$ cat src/rtl/ascon_enc_sequencer.sv
// ascon_enc_sequencer: sits between a 32-bit host load port and the Ascon encryption core.
// It collects key/nonce/AD/PT bytes over N_WORDS lane-packed writes and then fires core_start.
// It waits for core_ready under a watchdog, captures CT and tag, and streams CT||tag out as bytes.
// Ports:
//   clk, rst                  clock, async active-low reset
//   in_valid/in_ready/in_data host load word handshake, lanes {pt, ad, nonce, key}
//   go                        start request (ARMED) / error clear (ERROR)
//   core_key/nonce/ad/pt      held operands to the core
//   core_start                one-cycle start pulse
//   core_ready/ct/tag         core completion and results
//   out_valid/ready/data/last byte stream of CT||tag
//   busy, error               status
module ascon_enc_sequencer #(
  parameter int unsigned KEY_LEN = 128,
  parameter int unsigned AD_LEN  = 40,
  parameter int unsigned PT_LEN  = 40,
  parameter int unsigned TIMEOUT = 1023
) (
  input  logic               clk,
  input  logic               rst,
  input  logic               in_valid,
  output logic               in_ready,
  input  logic [31:0]        in_data,
  input  logic               go,
  output logic [KEY_LEN-1:0] core_key,
  output logic [127:0]       core_nonce,
  output logic [AD_LEN-1:0]  core_ad,
  output logic [PT_LEN-1:0]  core_pt,
  output logic               core_start,
  input  logic               core_ready,
  input  logic [PT_LEN-1:0]  core_ct,
  input  logic [127:0]       core_tag,
  output logic               out_valid,
  input  logic               out_ready,
  output logic [7:0]         out_data,
  output logic               out_last,
  output logic               busy,
  output logic               error
);

  localparam int unsigned MAX_A   = (KEY_LEN > 128) ? KEY_LEN : 128;
  localparam int unsigned MAX_B   = (AD_LEN > MAX_A) ? AD_LEN : MAX_A;
  localparam int unsigned MAX_LEN = (PT_LEN > MAX_B) ? PT_LEN : MAX_B;
  localparam int unsigned N_WORDS = MAX_LEN / 8;
  localparam int unsigned N_OUT   = PT_LEN / 8 + 16;
  localparam int unsigned IDX_W   = $clog2(N_WORDS + 1);
  localparam int unsigned OUT_W   = $clog2(N_OUT + 1);
  localparam int unsigned WD_W    = $clog2(TIMEOUT + 1);
  localparam int unsigned SH_W    = PT_LEN + 128;

  typedef enum logic [2:0] {LOAD, ARMED, START, RUN, DRAIN, ERROR} state_t;

  state_t            state, stateNext;
  logic [IDX_W-1:0]  idx;
  logic [WD_W-1:0]   wd;
  logic [OUT_W-1:0]  outCnt;
  logic [SH_W-1:0]   outShift;
  logic              loadFire, drainFire;

  assign loadFire  = (state == LOAD) && in_valid;
  assign drainFire = (state == DRAIN) && out_ready;
  // Current output byte is always the top of the shifter, so it holds while stalled.
  assign out_data  = outShift[SH_W-1 -: 8];

  // State register
  always_ff @(posedge clk or negedge rst) begin
    if (!rst) state <= LOAD;
    else      state <= stateNext;
  end

  // Next-state logic
  always_comb begin
    stateNext = state;
    case (state)
      LOAD:  if (loadFire && (idx == IDX_W'(N_WORDS - 1))) stateNext = ARMED;
      ARMED: if (go) stateNext = START;
      START: stateNext = RUN;
      // core_ready takes priority over a watchdog expiring on the same cycle.
      RUN: begin
        if (core_ready)                      stateNext = DRAIN;
        else if (wd == WD_W'(TIMEOUT - 1))   stateNext = ERROR;
      end
      DRAIN: if (drainFire && out_last) stateNext = LOAD;
      ERROR: if (go) stateNext = LOAD;
      default: stateNext = LOAD;
    endcase
  end

  // Datapath and registered status outputs, decoded from the next state
  always_ff @(posedge clk or negedge rst) begin
    if (!rst) begin
      idx        <= '0;
      wd         <= '0;
      outCnt     <= '0;
      outShift   <= '0;
      core_key   <= '0;
      core_nonce <= '0;
      core_ad    <= '0;
      core_pt    <= '0;
      core_start <= 1'b0;
      in_ready   <= 1'b1;
      out_valid  <= 1'b0;
      out_last   <= 1'b0;
      busy       <= 1'b0;
      error      <= 1'b0;
    end else begin
      in_ready   <= (stateNext == LOAD);
      busy       <= (stateNext != LOAD);
      error      <= (stateNext == ERROR);
      core_start <= (stateNext == START);
      out_valid  <= (stateNext == DRAIN);

      // Each field only takes lanes while its width still covers byte idx; MSB-first fill.
      if (loadFire) begin
        idx <= (idx == IDX_W'(N_WORDS - 1)) ? '0 : idx + IDX_W'(1);
        if (32'(idx) < KEY_LEN / 8) core_key   <= KEY_LEN'({core_key, in_data[7:0]});
        if (32'(idx) < 32'd16)      core_nonce <= 128'({core_nonce, in_data[15:8]});
        if (32'(idx) < AD_LEN / 8)  core_ad    <= AD_LEN'({core_ad, in_data[23:16]});
        if (32'(idx) < PT_LEN / 8)  core_pt    <= PT_LEN'({core_pt, in_data[31:24]});
      end

      if (state == START)    wd <= '0;
      else if (state == RUN) wd <= wd + WD_W'(1);

      if (state == ERROR && go) begin
        idx <= '0;
        wd  <= '0;
      end

      if (state == RUN && core_ready) begin
        outShift <= {core_ct, core_tag};
        outCnt   <= '0;
        out_last <= 1'b0;
      end else if (drainFire) begin
        outShift <= {outShift[SH_W-9:0], 8'h00};
        if (out_last) begin
          outCnt   <= '0;
          out_last <= 1'b0;
        end else begin
          outCnt   <= outCnt + OUT_W'(1);
          out_last <= (outCnt == OUT_W'(N_OUT - 2));
        end
      end
    end
  end

endmodule
$ cat config.mk
export PLATFORM = sky130hd
export DESIGN_NAME = ascon_enc_sequencer
export DESIGN_NICKNAME = d
export VERILOG_FILES = /design/src/rtl/ascon_enc_sequencer.sv
export SDC_FILE = /design/constraint.sdc
export NUM_CORES = 1
export LEC_CHECK = 0
export ABC_AREA = 1
export ABC_CLOCK_PERIOD_IN_PS = 2500
export CAP_MARGIN = 5
export CORE_MARGIN = 2
export CORE_UTILIZATION = 35
export CTS_CLUSTER_SIZE = 10
export DETAILED_ROUTE_END_ITERATION = 6
export PLACE_DENSITY = 0.63
export REMOVE_ABC_BUFFERS = 1
export SYNTH_ARGS = -nofsm -noshare
export SYNTH_HDL_FRONTEND = slang
export SYNTH_SLANG_ARGS = --single-unit
$ cat constraint.sdc
create_clock -name clk -period 2.5 [get_ports clk]
set_input_delay 0.5 -clock clk [delete_from_list [all_inputs] [get_ports clk]]
set_output_delay 0.5 -clock clk [all_outputs]
set_load 0.01 [all_outputs]
==> flow_summary_export.csv, run 1 <==
group,metric,value,unit
status,run_status,"finished clean",
critical_path,critPathSlowestCell,"clkdlybuf4s50_1",
pwr,leakage,13.9,nW
placed_design,port_buffers,555,
pwr,switching_share,0.366,
logic_synthesis,syn_area_per_cell,8.99,sq um
cells_and_area,fin_cells,3715,
clock_tree,cts.clk_slew.worst_paths,60,ps
logic_synthesis,synth_top_cell_by_area,"dfrtp_1",
critical_path,critical_path_required,2000,ps
critical_path,slowest_delay,570,ps
critical_path,cp.arrival,1690,ps
critical_path,cp-start-kind,"flop",
sta,setup_viol,0,
drt,dr_total_vias,17700,
grt,grt_pass1_wl,95.8,mm
floorplan,fp.coreArea,60600,sq um
clock_tree,cts-buffers-inserted,61,
clock_tree,clock_latency,610,ps
worst_hold_path,hold_path.class,"in -> reg",
clock_tree,cts.repair.resized,0,
logic_synthesis,syn_area,21500,sq um
clock_tree,h-tree-depth,2,
cells_and_area,drive_gt1_frac,0.0508,
drt,firstDrtPassIters,5,
floorplan,dieArea,63500,sq um
pwr,p_sw,14.6,mW
pwr,power.density,1340,nW/um^2
pwr,vdd_ir_drop_max,750,uV
drt,viasPerCell,4.76,
critical_path,worstPathCellList,"clkdlybuf4s50_1",
critical_path,critPathMaxFanout,1,
sta,worst_clock_skew,21.0,ps
cells_and_area,area_delta_synth_final,38.7,%
sta,clock.fmax,0.456,GHz
drt,wl,61.3,mm
placed_design,post-dp-hpwl,44.1,mm
cells_and_area,diodes,0,
grt,grt_use_total,0.189,
sta,worstMarginPinSlew,576,ps
pwr,p_seq_frac,0.389,
critical_path,end_kind,"primary output",
sta,post-route-period-util,0.876,
sta,slew_headroom,0.616,
grt,grt_pass1_vias,17300,
drt,drc,0,
sta,period_minus_slack,2190,ps
clock_tree,clock_sinks,533,
logic_synthesis,synth.top_cell.area_share,0.619,
logic_synthesis,synth.yosys.seq_area_share,0.620,
grt,grt-ovfl-total,0,
logic_synthesis,synthDistinctLibCells,27,
placed_design,gp_congestion,0.852,
pwr,p_clk_frac,0.198,
cells_and_area,final_nets,3120,
placed_design,dp_cells,3628,
logic_synthesis,syn_inst,2392,
pwr,fin_total_pwr,40.0,mW
cells_and_area,finish.utilization,0.493,
floorplan,ios,556,
sta,drv_slew,0,
pwr,pwr-share-comb,0.413,
sta,rsz0062_at_grt,"no",
run,cap_violations,0,
critical_path,path_buf_inv,1,
clock_tree,ctsHoldBuffers,1,
drt,drt_first_iter_violations,1141,
drt,wire_per_inst,16.5,um
critical_path,path_class,"reg -> out",
clock_tree,post-cts-setup-buffers,0,
logic_synthesis,synth_seq_cells,533,
clock_tree,clockBufferDepth,3,
floorplan,fp.dieH,252,um
grt,grt_max_degree,98,
critical_path,cp_top_family,"buffers and inverters",
floorplan,initial_core_util,0.355,
drt,detail-route-antenna-nets,0,
floorplan,dieWidth,252,um
pwr,internal_power,25.3,mW
clock_tree,root_buffer,"clkbuf_16",
sta,finalHoldViolCount,0,
logic_synthesis,synth_area_leaders,"dfrtp_1, nand2_1, o21ai_0",
clock_tree,tritoncts,"done",
floorplan,rows,90,
grt,antenna_found_initial,0,
logic_synthesis,yosys_warnings,0,
==> through the flow <==
stage                     cell area (sq um)  hold WS (ps)  setup slack, ps  setup TNS, ps
final                                 29800           431              309              0
after floorplan                       20800           204            -7240       -2593810
after CTS                             29800           383              256              0
after global routing                  29800           412              269              0
after detailed placement              28100           470              148              0
after global placement                28100           466              189              0
==> routing by layer <==
layer,global-route usage,routed length (um),vias up
met5,0,0,-
met4,0.0828,2560,0
met3,0.0339,3130,133
met2,0.317,30200,434
met1,0.239,25400,8384
li1,-,-,8726
==> cell usage in the layout, fill, tap and decap left out, types with 5 or more instances in the layout <==
| cell type | instances |
|---|---|
| nand2_1 | 664 |
| a21oi_1 | 130 |
| buf_4 | 32 |
| nor2_1 | 301 |
| clkdlybuf4s50_1 | 554 |
| a31oi_1 | 153 |
| mux2_2 | 12 |
| dfrtp_1 | 532 |
| inv_1 | 164 |
| clkbuf_1 | 17 |
| o21ai_0 | 236 |
| clkbuf_16 | 61 |
| nand3_1 | 15 |
| nand4_1 | 5 |
| buf_12 | 26 |
==> cells in the mapped netlist (all sizes together) <==
master	n
o21ai	236
o211ai	1
nor2	304
nor3	1
ha	4
o31ai	1
inv	164
o21bai	1
o21a	2
nand2	665
dfstp	1
nand3	17
o211a	1
nand4	6
a21oi	130
xor2	2
dfrtp	532
a31oi	153
clkbuf	66
buf	93
mux2	12
==> final cells by class <==
class | instances | area, sq um
clock inverters | 4 | 56.3
clock buffers | 82 | 1650
well taps | 782 | 978
repair buffers | 614 | 6330
fillers | 5571 | 30700
multi-input cells | 1536 | 6880
inverters | 164 | 616
flip-flops and latches | 533 | 13300
==> worst paths after layout <==
| path | end | cells past startpoint | slack [ps] | start |
|---|---|---|---|---|
| max in group asynchronous | outShift[109]$_DFFE_PN0P_ | 3 | 1060 | rst |
| hold / removal | core_pt[1]$_DFFE_PN0P_ | 3 | 430 | in_data[25] |
| setup / recovery | in_ready | 1 | 310 | in_ready$_DFF_PN1_ |
| hold reg to reg | outShift[9]$_DFFE_PN0P_ | 2 | 490 | outShift[9]$_DFFE_PN0P_ |
| min in group asynchronous | core_key[127]$_DFFE_PN0P_ | 2 | 470 | rst |
| setup reg to reg | outShift[150]$_DFFE_PN0P_ | 6 | 590 | state[1]$_DFF_PN0_ |
==> worst register-to-register path, cell delays in order, from the launching register on <==
cell	delay, ps
dfrtp_1	460
nor2_2	310
nand3_2	200
nand2_8	280
buf_12	310
nor2_1	90
a31oi_1	160
==> kinds of logic (layout without fill, tap and decap cells) <==
| family | Yosys count | after routing | synth area share |
|---|---|---|---|
| compound gates | 525 | 525 | 0.132 |
| xor+xnor | 2 | 2 | 0.000814 |
| fa+ha+maj | 4 | 4 | 0.00233 |
| buf+inv | 323 | 864 | 0.0623 |
| flops | 533 | 533 | 0.620 |
| mux | 12 | 12 | 0.00628 |
| simple gates | 993 | 993 | 0.176 |
==> state kept, by name (all words and copies together) (netlist names) <==
register    count
core_nonce    128
state           3
wd             10
in_ready        1
error           1
core_ad        40
core_pt        40
out_valid       1
core_start      1
out_last        1
core_key      128
outShift      168
idx             5
busy            1
outCnt          5
==> power by group through the flow <==
stage	sequential [mW]	clock [mW]	combinational, mW
final	15.6	7.93	16.5
after global routing	16.1	8.51	18.2
after CTS	15.6	8.17	16.7
after detailed placement	15.7	0	16.6
after global placement	15.5	0	16.3
after floorplan	16.4	0	6.49
No activity file was read; power rests on OpenSTA's default activity.
==> run 2, diff against run 1 <==
--- a/config.mk
+++ b/config.mk
@@ -6,13 +6,14 @@
 export NUM_CORES = 1
 export LEC_CHECK = 0
 export ABC_AREA = 1
-export ABC_CLOCK_PERIOD_IN_PS = 2500
+export ABC_CLOCK_PERIOD_IN_PS = 2550
 export CAP_MARGIN = 5
 export CORE_MARGIN = 2
 export CORE_UTILIZATION = 35
 export CTS_CLUSTER_SIZE = 10
 export DETAILED_ROUTE_END_ITERATION = 6
-export PLACE_DENSITY = 0.63
+export DONT_BUFFER_PORTS = 1
+export PLACE_DENSITY = 0.51
 export REMOVE_ABC_BUFFERS = 1
 export SYNTH_ARGS = -nofsm -noshare
 export SYNTH_HDL_FRONTEND = slang
==> constraint.sdc (replaced) <==
create_clock -name clk -period 2.55 [get_ports clk]
set_input_delay 0.51 -clock clk [delete_from_list [all_inputs] [get_ports clk]]
set_output_delay 0.51 -clock clk [all_outputs]
set_load 0.01 [all_outputs]
==> run 2 against run 1 <==
  * The flow now finishes with violations (negative hold slack, max-slew violations)
  * Critical path depth up 5
  * Power down 17%
  * Critical path type is now reg -> reg
  * Cell count down 15%
==> flow_summary_export.csv, run 2 (synthesized netlist as in run 1, its figures left out) <==
group,metric,value,unit
sta,post-route-period-util,0.842,
cells_and_area,layout_common_cells,"nand2_1, dfrtp_1, nor2_1, o21ai_0, inv_1",
clock_tree,h-tree-depth,2,
clock_tree,cts.repair.resized,0,
critical_path,cp-start-kind,"flop",
critical_path,rr_endpoint,"outShift[42]$_DFFE_PN0P_",
cells_and_area,area_delta_synth_final,11.6,%
sta,rsz0062_at_grt,"no",
pwr,internal_power,19.9,mW
critical_path,critPathSlowestCell,"dfrtp_1",
sta,fin_hold_ws,-379,ps
grt,grt_pass1_vias,14900,
clock_tree,ctsHoldBuffers,21,
clock_tree,clock_latency,600,ps
drt,drc,0,
drt,drt_first_iter_violations,1300,
critical_path,critical_path_required,3060,ps
cells_and_area,mostFrequentLayoutCell,"nand2_1",
critical_path,path_class,"reg -> reg",
placed_design,gp_congestion,0.838,
sta,worstMarginPinSlew,2620,ps
placed_design,pre_cts_ws,407,ps
clock_tree,clock_sinks,533,
cells_and_area,fin_area,24000,sq um
placed_design,placed_cell_area,22200,sq um
critical_path,end_kind,"flop",
drt,viasPerCell,4.91,
grt,grt_use_total,0.170,
sta,period_minus_slack,2150,ps
pwr,vdd_ir_drop_max,604,uV
critical_path,reg2reg_setup_slack,400,ps
floorplan,fp.dieH,252,um
critical_path,cp_top_family,"simple AND/OR/NAND/NOR gates",
cells_and_area,final_nets,2550,
status,failed_checks,"negative hold slack, max-slew violations",
clock_tree,tritoncts,"done",
sta,finalHoldViolCount,267,
critical_path,slowest_delay,450,ps
drt,wl,55.6,mm
drt,met2_wirelength,27.3,mm
floorplan,rows,90,
drt,drt-met1-wl,22.3,mm
drt,dr_total_vias,15400,
pwr,leakage,11.6,nW
cells_and_area,finish.utilization,0.396,
sta,slew_headroom,-0.744,
pwr,fin_total_pwr,33.1,mW
grt,grt_pass1_wl,86.1,mm
sta,setup_slack,404,ps
grt,grt-ovfl-total,0,
drt,wire_per_inst,17.7,um
placed_design,dp_cells,3038,
run,cap_violations,0,
drt,firstDrtPassIters,6,
status,run_status,"complete, but fails checks",
cells_and_area,reg_top3,"outShift x168, core_key x128, core_nonce x128",
cells_and_area,top_register,"outShift",
sta,setup_viol,0,
sta,worst_clock_skew,21.4,ps
cells_and_area,fill_cells,6012,
pwr,p_sw,13.2,mW
sta,clock.fmax,0.466,GHz
critical_path,r2r_cells,6,
floorplan,fp.coreArea,60600,sq um
drt,detail-route-antenna-nets,0,
worst_hold_path,hold_path.class,"in -> async",
clock_tree,cts-buffers-inserted,61,
floorplan,dieWidth,252,um
critical_path,reg2reg_from,"state[1]$_DFF_PN0_",
clock_tree,cts.clk_slew.worst_paths,60,ps
placed_design,port_buffers,0,
cells_and_area,fin_cells,3147,
grt,antenna_found_initial,8,
floorplan,ios,556,
cells_and_area,largest_reg_flops,168,
critical_path,cp.arrival,2660,ps
drt,top_layer_used,"met5",
pwr,p_clk_frac,0.227,
pwr,power.density,1380,nW/um^2
grt,grt_max_degree,534,
sta,drv_slew,289,
critical_path,critPathMaxFanout,47,
critical_path,worstPathCellList,"nor2_2 -> nand3_2 -> nand2_8 -> buf_4 -> nor2_1 -> a31oi_1",
pwr,pwr-share-comb,0.251,
clock_tree,root_buffer,"clkbuf_16",
pwr,p_seq_frac,0.522,
floorplan,initial_core_util,0.355,
sta,tns,0,ps
clock_tree,post-cts-setup-buffers,0,
pwr,switching_share,0.398,
placed_design,post-dp-hpwl,37.3,mm
clock_tree,clockBufferDepth,3,
cells_and_area,drive_gt1_frac,0.0470,
critical_path,path_buf_inv,1,
drt,met3_length,4.24,mm
floorplan,dieArea,63500,sq um
-- run 2: changes by cell type in the layout (fill, tap and decap cells not counted), sizes merged --
cell / delta
clkdlybuf4s50: -554
buf: -36
dlygate4sd3: +20
diode: +4
clkbuf: -3
clkinv: +3
inv: -2
bufinv: -1
clkinvlp: +1
-- run 2: metal layers --
layer  GRT usage  vias up
met2       0.279      452
met5           0        -
met3      0.0515       96
met1       0.210     7299
li1            -     7590
met4      0.0700        8
-- run 2: area by class of cell --
class | count | area [sq um] | share of cell area
Inverter | 164 | 616 | 0.0256
Multi-Input combinational cell | 1536 | 6880 | 0.287
Antenna cell | 4 | 10.0 | 0.000417
Timing Repair Buffer | 44 | 558 | 0.0232
Tap cell | 782 | 978 | 0.0407
Clock inverter | 5 | 27.5 | 0.00115
Clock buffer | 79 | 1600 | 0.0668
Sequential cell | 533 | 13300 | 0.555
-- run 2: worst register-to-register path: cells and delay by family (launching register included) --
family / cells / cell delay, ps
flops: 1 / 450
buf+inv: 1 / 400
simple gates: 4 / 1060
compound gates: 1 / 160
-- run 2: how the worst max path moves through the flow --
stage	slack (ps)	depth (start not counted)	to	start
final	400	6	outShift[42]$_DFFE_PN0P_	state[1]$_DFF_PN0_
after global routing	180	6	outShift[26]$_DFFE_PN0P_	state[1]$_DFF_PN0_
after CTS	390	6	outShift[26]$_DFFE_PN0P_	state[1]$_DFF_PN0_
after detailed placement	410	6	outShift[26]$_DFFE_PN0P_	state[1]$_DFF_PN0_
after global placement	470	6	outCnt[4]$_DFFE_PN0P_	state[1]$_DFF_PN0_
after floorplan	-7200	6	core_ad[0]$_DFFE_PN0P_	in_valid
-- run 2: power groups by stage --
| stage | logic, mW | clock network [mW] | registers (mW) |
|---|---|---|---|
| floorplan | 6.39 | 0 | 16.1 |
| global placement | 8.02 | 0 | 17.4 |
| detailed placement | 8.37 | 0 | 17.5 |
| CTS | 8.41 | 7.84 | 17.4 |
| global route | 9.86 | 8.19 | 17.8 |
| finish | 8.31 | 7.53 | 17.3 |
==> run 3, diff against run 2 <==
--- a/config.mk
+++ b/config.mk
@@ -6,7 +6,7 @@
 export NUM_CORES = 1
 export LEC_CHECK = 0
 export ABC_AREA = 1
-export ABC_CLOCK_PERIOD_IN_PS = 2550
+export ABC_CLOCK_PERIOD_IN_PS = 2160
 export CAP_MARGIN = 5
 export CORE_MARGIN = 2
 export CORE_UTILIZATION = 35
==> constraint.sdc (replaced) <==
create_clock -name clk -period 2.16 [get_ports clk]
set_input_delay 0.432 -clock clk [delete_from_list [all_inputs] [get_ports clk]]
set_output_delay 0.432 -clock clk [all_outputs]
set_load 0.01 [all_outputs]
==> run 3 against run 2 <==
  * The run ends with negative hold slack left
  * Clock power is 20% higher
  * Clock-buffer cell count down 2
  * Setup slack worse by 240 ps
  * First-iteration DRC count grew 12%
  * Critical path depth unchanged
  * Clock skew down 12 ps
  * Via count is 5.7% higher
  * Fmax increased by 7.3%
  * Critical endpoint is now outShift[136]$_DFFE_PN0P_
  * Largest cell class unchanged
  * Highest routed layer unchanged
==> flow_summary_export.csv, run 3 (synthesized netlist as in run 1, its figures left out) <==
group,metric,value,unit
pwr,leakage,12.4,nW
sta,setup_slack,160,ps
cells_and_area,fin_area,25900,sq um
floorplan,dieArea,63500,sq um
sta,worst_clock_skew,9.75,ps
cells_and_area,mostFrequentLayoutCell,"nand2_1",
clock_tree,post-cts-setup-buffers,0,
cells_and_area,largest_reg_flops,168,
pwr,power.density,1530,nW/um^2
cells_and_area,area_delta_synth_final,20.5,%
clock_tree,cts.clk_slew.worst_paths,60,ps
grt,grt_max_degree,534,
sta,post-route-period-util,0.926,
pwr,p_clk_frac,0.228,
drt,drt_first_iter_violations,1462,
floorplan,ios,556,
sta,clock.fmax,0.500,GHz
floorplan,dieWidth,252,um
placed_design,placed_cell_area,22300,sq um
pwr,internal_power,24.0,mW
cells_and_area,drive_gt1_frac,0.0472,
clock_tree,ctsHoldBuffers,199,
grt,grt-ovfl-total,0,
status,failed_checks,"negative hold slack",
drt,viasPerCell,4.90,
cells_and_area,top_register,"outShift",
sta,worstMarginPinSlew,1240,ps
sta,tns,0,ps
pwr,p_seq_frac,0.514,
drt,dr_total_vias,16300,
cells_and_area,regArea,13300,sq um
floorplan,rows,90,
grt,grt_use_total,0.176,
sta,fin_hold_ws,-460,ps
cells_and_area,reg_top3,"outShift x168, core_key x128, core_nonce x128",
grt,antenna_found_initial,6,
clock_tree,clockBufferDepth,3,
critical_path,critPathMaxFanout,160,
clock_tree,tritoncts,"done",
drt,firstDrtPassIters,5,
pwr,vdd_ir_drop_max,680,uV
sta,setup_viol,0,
critical_path,cp_top_family,"buffers and inverters",
floorplan,fp.dieH,252,um
pwr,p_sw,15.8,mW
cells_and_area,final_nets,2736,
critical_path,cp-start-kind,"flop",
worst_hold_path,hold_path.class,"in -> async",
critical_path,crit_top_cell,"nand2_1",
clock_tree,clock_sinks,533,
critical_path,critical_path_required,2680,ps
critical_path,critPathSlowestCell,"dfrtp_1",
cells_and_area,finish.utilization,0.428,
status,run_status,"complete, but fails checks",
clock_tree,h-tree-depth,2,
pwr,switching_share,0.396,
sta,drv_slew,0,
drt,wire_per_inst,17.1,um
critical_path,cp.arrival,2520,ps
drt,drc,0,
critical_path,reg2reg_setup_slack,160,ps
clock_tree,cts-buffers-inserted,61,
sta,rsz0062_at_grt,"no",
sta,period_minus_slack,2000,ps
drt,detail-route-antenna-nets,0,
placed_design,pre_cts_ws,213,ps
grt,grt_pass1_wl,90.2,mm
placed_design,port_buffers,0,
cells_and_area,multi_input_area,6880,sq um
floorplan,fp.coreArea,60600,sq um
clock_tree,root_buffer,"clkbuf_16",
cells_and_area,fill_cells,5918,
critical_path,end_kind,"flop",
pwr,pwr-share-comb,0.258,
placed_design,post-dp-hpwl,37.4,mm
critical_path,slowest_delay,440,ps
run,cap_violations,0,
cells_and_area,layout_common_cells,"nand2_1, dfrtp_1, nor2_1, o21ai_0, dlygate4sd3_1",
clock_tree,clock_latency,600,ps
placed_design,gp_congestion,0.841,
sta,finalHoldViolCount,532,
drt,wl,57.0,mm
grt,grt_pass1_vias,16000,
critical_path,path_class,"reg -> reg",
floorplan,initial_core_util,0.355,
critical_path,path_buf_inv,2,
critical_path,worstPathCellList,"inv_1 -> nand2_1 -> nor2_4 -> buf_16 -> nand2_1 -> a31oi_1",
sta,slew_headroom,0.173,
run 3: timing repair:
item / CTS / global route
endpoints found under the setup margin: 0 / 1
endpoints found under the hold margin: 732 / 532
gates resized for setup: 0 / 1
run 3: final timing paths:
check / endpoint / startpoint / depth (start not counted)
setup / recovery: outShift[136]$_DFFE_PN0P_ / state[2]$_DFF_PN0_ / 6
hold / removal: core_nonce[124]$_DFFE_PN0P_ / rst / 0
setup reg to reg: outShift[136]$_DFFE_PN0P_ / state[2]$_DFF_PN0_ / 6
hold reg to reg: outShift[11]$_DFFE_PN0P_ / outShift[11]$_DFFE_PN0P_ / 2
max in group asynchronous: core_key[7]$_DFFE_PN0P_ / rst / 0
min in group clk: outShift[15]$_DFFE_PN0P_ / core_tag[15] / 2
run 3: through the flow:
| stage | instances | power [mW] |
|---|---|---|
| 2_1_floorplan | 2233 | 26.1 |
| 3_3_place_gp | 3046 | 30.1 |
| 3_5_place_dp | 3046 | 30.7 |
| 4_1_cts | 3325 | 40.4 |
| 5_1_grt | 3329 | 43.0 |
| 6_report | 3329 | 39.8 |
run 3: worst register-to-register path, delay by kind of cell (launching register included):
family	cells	cell delay [ps]
DFF	1	440
AOI/OAI and AO/OA	1	210
buffers and inverters	2	590
and+or+nand+nor	3	670
run 3: power groups by stage:
stage	sequential (mW)	combinational [mW]	clock [mW]
after floorplan	18.8	7.28	0
after global placement	20.6	9.58	0
after detailed placement	20.7	10.0	0
after CTS	20.5	10.4	9.43
after global routing	21.0	12.2	9.83
final	20.4	10.3	9.07
run 3: cell type report:
| type | count | area share |
|---|---|---|
| clock buffer | 77 | 0.0636 |
| multi-input combinational | 1536 | 0.265 |
| tap | 782 | 0.0377 |
| sequential | 533 | 0.514 |
| timing repair buffer | 230 | 0.0938 |
| clock inverter | 3 | 0.000965 |
| inverter | 164 | 0.0237 |
| antenna | 4 | 0.000386 |
run 3: layer usage:
metal	GRT usage	part of all wire	vias to the layer above
met5	0	0.00047	-
met4	0.0634	0.029	4
met3	0.0466	0.072	116
met2	0.298	0.50	488
met1	0.217	0.40	7742
li1	-	-	7970
